<file path="src/rtl/tinyarch_seq.sv">
// tinyarch program sequencer: PC, start/done handshake, skips, jumps,
// call/return stack, stack fault detection and a cycle budget.
module tinyarch_seq #(
  parameter int ADDR_W      = 16,
  parameter int DATA_W      = 8,
  parameter int SKIP_W      = 3,
  parameter int STACK_DEPTH = 4,
  parameter int START_ADDR  = 0,
  parameter int CYC_W       = 24,
  parameter int MAX_CYCLES  = 0
) (
  input  logic              clk,
  input  logic              reset,
  input  logic              start,
  input  logic              exit,
  input  logic [2:0]        jump_mode,
  input  logic [DATA_W-1:0] cond_value,
  input  logic [SKIP_W-1:0] skip,
  input  logic [ADDR_W-1:0] jump_addr,
  output logic [ADDR_W-1:0] pc,
  output logic              running,
  output logic              done,
  output logic              fault,
  output logic [1:0]        fault_code,
  output logic [CYC_W-1:0]  cycle_count
);

  localparam int SP_W  = $clog2(STACK_DEPTH + 1);
  localparam int IDX_W = (STACK_DEPTH > 1) ? $clog2(STACK_DEPTH) : 1;
  localparam int STK_N = 1 << IDX_W;

  localparam logic [SP_W-1:0]   SP_FULL = SP_W'(STACK_DEPTH);
  localparam logic [ADDR_W-1:0] PC_RST  = ADDR_W'(START_ADDR);
  localparam logic [CYC_W-1:0]  CYC_LIM = CYC_W'(MAX_CYCLES - 1);
  localparam bit                TMO_EN  = (MAX_CYCLES != 0);

  localparam logic [2:0] JM_SKNZ = 3'd1;
  localparam logic [2:0] JM_SKZ  = 3'd2;
  localparam logic [2:0] JM_JUMP = 3'd3;
  localparam logic [2:0] JM_CALL = 3'd4;
  localparam logic [2:0] JM_RET  = 3'd5;

  localparam logic [1:0] FC_NONE = 2'd0;
  localparam logic [1:0] FC_OVF  = 2'd1;
  localparam logic [1:0] FC_UNF  = 2'd2;
  localparam logic [1:0] FC_TMO  = 2'd3;

  typedef enum logic [1:0] {
    S_IDLE,
    S_RUN,
    S_DONE,
    S_FAULT
  } state_e;

  state_e            state_q, state_d;
  logic [ADDR_W-1:0] pc_q, pc_d;
  logic [SP_W-1:0]   sp_q, sp_d;
  logic [CYC_W-1:0]  cnt_q, cnt_d;
  logic [1:0]        fc_q, fc_d;
  logic              running_q, running_d;
  logic              done_q, done_d;
  logic              fault_q, fault_d;

  logic [ADDR_W-1:0] stack_q [STK_N];
  logic [IDX_W-1:0]  push_idx, pop_idx;
  logic [ADDR_W-1:0] pc_inc, pc_skip, nxt_pc;
  logic              push, ovf, unf, tmo;

  assign push_idx = IDX_W'(sp_q);
  assign pop_idx  = IDX_W'(sp_q - SP_W'(1));
  assign pc_inc   = pc_q + ADDR_W'(1);
  assign pc_skip  = pc_q + ADDR_W'(skip) + ADDR_W'(2);

  always_comb begin
    state_d = state_q;
    pc_d    = pc_q;
    sp_d    = sp_q;
    cnt_d   = cnt_q;
    fc_d    = fc_q;
    push    = 1'b0;
    nxt_pc  = pc_inc;
    ovf     = 1'b0;
    unf     = 1'b0;
    tmo     = TMO_EN && (cnt_q == CYC_LIM);

    case (jump_mode)
      JM_SKNZ: if (|cond_value) nxt_pc = pc_skip;
      JM_SKZ:  if (cond_value == '0) nxt_pc = pc_skip;
      JM_JUMP: nxt_pc = jump_addr;
      JM_CALL: begin
        nxt_pc = jump_addr;
        ovf    = (sp_q == SP_FULL);
      end
      JM_RET: begin
        nxt_pc = stack_q[pop_idx];
        unf    = (sp_q == '0);
      end
      default: ;
    endcase

    if (start && !exit) begin
      state_d = S_RUN;
      pc_d    = PC_RST;
      sp_d    = '0;
      cnt_d   = '0;
      fc_d    = FC_NONE;
    end else if (state_q == S_RUN) begin
      if (exit) begin
        state_d = S_DONE;
      end else if (ovf || unf || tmo) begin
        // the faulting instruction does not retire: pc and count hold
        state_d = S_FAULT;
        fc_d    = ovf ? FC_OVF : (unf ? FC_UNF : FC_TMO);
      end else begin
        pc_d = nxt_pc;
        if (cnt_q != '1) cnt_d = cnt_q + CYC_W'(1);
        if (jump_mode == JM_CALL) begin
          push = 1'b1;
          sp_d = sp_q + SP_W'(1);
        end else if (jump_mode == JM_RET) begin
          sp_d = sp_q - SP_W'(1);
        end
      end
    end

    running_d = (state_d == S_RUN);
    done_d    = (state_d == S_DONE) || (state_d == S_FAULT);
    fault_d   = (state_d == S_FAULT);
  end

  always_ff @(posedge clk or negedge reset) begin
    if (!reset) begin
      state_q   <= S_IDLE;
      pc_q      <= PC_RST;
      sp_q      <= '0;
      cnt_q     <= '0;
      fc_q      <= FC_NONE;
      running_q <= 1'b0;
      done_q    <= 1'b0;
      fault_q   <= 1'b0;
    end else begin
      state_q   <= state_d;
      pc_q      <= pc_d;
      sp_q      <= sp_d;
      cnt_q     <= cnt_d;
      fc_q      <= fc_d;
      running_q <= running_d;
      done_q    <= done_d;
      fault_q   <= fault_d;
    end
  end

  always_ff @(posedge clk) begin
    if (push) stack_q[push_idx] <= pc_inc;
  end

  assign pc          = pc_q;
  assign running     = running_q;
  assign done        = done_q;
  assign fault       = fault_q;
  assign fault_code  = fc_q;
  assign cycle_count = cnt_q;

endmodule
</file>
<file path="config.mk">
export PLATFORM = sky130hd
export DESIGN_NAME = tinyarch_seq
export DESIGN_NICKNAME = d
export VERILOG_FILES = /design/src/rtl/tinyarch_seq.sv
export SDC_FILE = /design/constraint.sdc
export NUM_CORES = 1
export LEC_CHECK = 0
export CAP_MARGIN = 20
export CORE_MARGIN = 4
export CORE_UTILIZATION = 30
export CTS_CLUSTER_DIAMETER = 30
export DETAILED_ROUTE_END_ITERATION = 8
export PLACE_DENSITY = 0.6
export REMOVE_ABC_BUFFERS = 1
export SYNTH_ARGS = -nofsm -noshare
export SYNTH_HDL_FRONTEND = slang
export SYNTH_SLANG_ARGS = --single-unit
</file>
<file path="constraint.sdc">
create_clock -name clk -period 3.41 [get_ports clk]
set_input_delay 0.682 -clock clk [delete_from_list [all_inputs] [get_ports clk]]
set_output_delay 0.682 -clock clk [all_outputs]
set_load 0.1 [all_outputs]
</file>
==> impl_metrics.json <==
{
  "grt_overflow": 0,
  "placementRows": 51,
  "grt_max_degree": 38,
  "final_common_cell": "buf_4",
  "final_cell_mix": "buf_4 (66), edfxtp_1 (64), dfrtp_1 (50)",
  "power_density_nw_per_um2": 556,
  "synth_cells": 517,
  "status": "finished, final reports clean",
  "cts_tree": "built",
  "antenna_found_initial": 0,
  "met3_length_um": 737,
  "wl_met2_um": 8070,
  "synth_ff_type": "edfxtp_1",
  "syn_avg_cell_area_um2": 11.6,
  "hold_path.class": "primary input to asynchronous set/reset pin",
  "critPathArrivalTime_ns": 3.28,
  "die_area_um2": 22400,
  "dpl-instance-area_um2": 7060,
  "post-cts-setup-buffers": 0,
  "setup_viol_count_final": 0,
  "h-tree-depth": 4,
  "finClkSkew_ns": 0.00980,
  "post-route-period-util_pct": 88.2,
  "tightest_slew_ns": 0.975,
  "area_growth_pct": 27.8,
  "holdWs_ns": 0.176,
  "synthTopCellsByArea": "edfxtp_1 (32%), dfrtp_1 (21%), mux4_2 (6.0%)",
  "rsz0062_at_grt": "no",
  "antennaDiodeCount": 0,
  "ir_drop_mv": 0.363,
  "coreArea_um2": 19600,
  "design_area_um2": 7680,
  "netlist.area_leader.share_pct": 32.0,
  "clkTransAtPathRegs_ns": 0.06,
  "async_flop_share_pct": 43.9,
  "finalHoldViolCount": 0,
  "synth_seq_cells": 114,
  "ant_nets": 0,
  "vias": 4617,
  "ctsHoldBuffers": 0,
  "critical_path_class": "primary input to flop",
  "start_kind": "primary input",
  "worstSetupEndpointType": "flop",
  "ios": 79,
  "grt_pass1_wl_um": 25600,
  "cap_violations": 0,
  "highest_layer": "met4",
  "relSlewSlack_pct": 34.8,
  "drive_gt1_share_pct": 19.4,
  "synthesis.area_um2": 6010,
  "fin_tns_setup_ns": 0,
  "fmax_mhz": 333,
  "ys_seq_area_share_pct": 52.8,
  "cts_buffer_depth": 2,
  "gp_congestion": 0.826,
  "avgRoutedWirePerCell_um": 18.2,
  "ff2ff_setup_slack_ns": 0.73,
  "final_core_util_pct": 39.2,
  "required_ns": 3.68,
  "fin_crit_ns": 3.01,
  "ys_warn_count": 0,
  "cts_resized": 0,
  "cts-root-buf": "clkbuf_16",
  "post-route-drc-count": 0,
  "cp_max_fo": 4,
  "die_w_um": 150,
  "wl_met1_um": 7050,
  "grt_usage_pct": 14.7,
  "numCtsBuffers": 17,
  "cts.sinks": 114,
  "start_util_pct": 30.7,
  "portBuffers": 78,
  "die_y_um": 150,
  "grt_pass1_vias": 4687,
  "clk_latency_ns": 0.41,
  "routed_wl_um": 16200,
  "drtIter0Drc": 373,
  "p_leak_nw": 3.02,
  "dp_hpwl_um": 11300,
  "vias_per_cell": 5.19,
  "final_net_count": 659,
  "yosys.area.top_type": "edfxtp_1",
  "yosysUniqueCellTypes": 59,
  "drv_slew": 0,
  "synth-edff-count": 64,
  "dr.pass1.iters": 4
}
## synthesized netlist by cell type, types with 2 or more instances
cell type	number
edfxtp_1	64
dfrtp_1	50
nor2_1	46
xor2_1	33
nand2_1	29
nand3_1	26
inv_1	19
a21oi_1	17
mux4_2	16
nand4_1	16
o21ai_0	16
clkbuf_1	13
ha_1	13
buf_2	10
nand2b_1	10
xnor2_1	9
a21o_1	8
a222oi_1	8
a22o_1	8
nor2b_1	7
a22oi_1	6
and3_1	6
and4_1	6
nor3_1	6
nor4_1	6
o21ai_1	6
a221oi_1	4
o22ai_1	4
o2bb2ai_1	4
o31ai_1	4
o41ai_1	4
or4_1	4
and2_1	3
mux2i_1	3
o211ai_1	3
a211oi_1	2
a221o_1	2
a32o_1	2
buf_4	2
nor3_2	2
or3_1	2
## routing by layer
metal	vias to the layer above	GRT usage [%]
li1	2159	-
met1	2312	19.2
met5	-	0
met2	124	24.6
met3	22	2.57
met4	0	5.17
## per-stage QoR
| stage | worst slack (ns) | power, mW | instances |
|---|---|---|---|
| final | 0.403 | 4.27 | 889 |
| after global routing | 0.256 | 4.44 | 889 |
| after CTS | 0.437 | 4.31 | 889 |
| after detailed placement | 0.000494 | 2.40 | 857 |
| after global placement | 0.0697 | 2.38 | 857 |
| after floorplan | 0.164 | 2.14 | 491 |
## cell families (layout without fill, tap and decap cells)
| group | count (synthesis) | after routing | share of synthesized area, % |
|---|---|---|---|
| AOI/OAI and AO/OA | 104 | 104 | 12.4 |
| muxes | 19 | 19 | 6.50 |
| buffers and inverters | 46 | 153 | 3.35 |
| xor gates and xnor gates | 42 | 42 | 6.12 |
| adders and majority gates | 14 | 14 | 3.04 |
| and+or+nand+nor | 178 | 178 | 15.8 |
| DFF | 114 | 114 | 52.8 |
## area by class of cell
| type | count | area (um2) |
|---|---|---|
| fill | 1891 | 11900 |
| multi-input combinational | 357 | 2640 |
| clock buffer | 20 | 437 |
| sequential | 114 | 3170 |
| timing repair buffer | 101 | 841 |
| tap | 265 | 332 |
| inverter | 20 | 76.3 |
| clock inverter | 12 | 189 |
## where the power goes
part / switching, mW / internal [mW]
combinational: 0.525 / 0.264
clock: 0.607 / 1.29
sequential: 0.0679 / 1.52
## state kept, by name (all words and copies together) (netlist names)
name	cells
stack_q	64
cycle_count	24
fault_code	2
state_q	2
sp_q	3
done	1
fault	1
running	1
pc	16
## worst max-delay path, stage by stage
cell and delay (ns):
clkdlybuf4s50_1 0.50, inv_1 0.06, ha_1 0.28, inv_1 0.06, ha_1 0.15, inv_1 0.05, fa_1 0.39, nor2b_1 0.19
o21ai_1 0.15, o21ai_0 0.18, a21oi_1 0.10, o311ai_0 0.35, nand3_1 0.12
## worst paths after layout
path                                                start  cells after the start                     endpoint
worst min-delay path                                reset                      1  cycle_count[21]$_DFFE_PN0P_
worst min register to register  fault_code[1]$_DFFE_PN0P_                      2    fault_code[1]$_DFFE_PN0P_
worst max-delay path                              skip[1]                     13           pc[13]$_DFFE_PN0P_
max in group asynchronous                           reset                      2            pc[7]$_DFFE_PN0P_
worst max register to register          pc[1]$_DFFE_PN0P_                     12           pc[13]$_DFFE_PN0P_
min in group clk                fault_code[1]$_DFFE_PN0P_                      2    fault_code[1]$_DFFE_PN0P_
No activity file was read; power rests on OpenSTA's default activity.
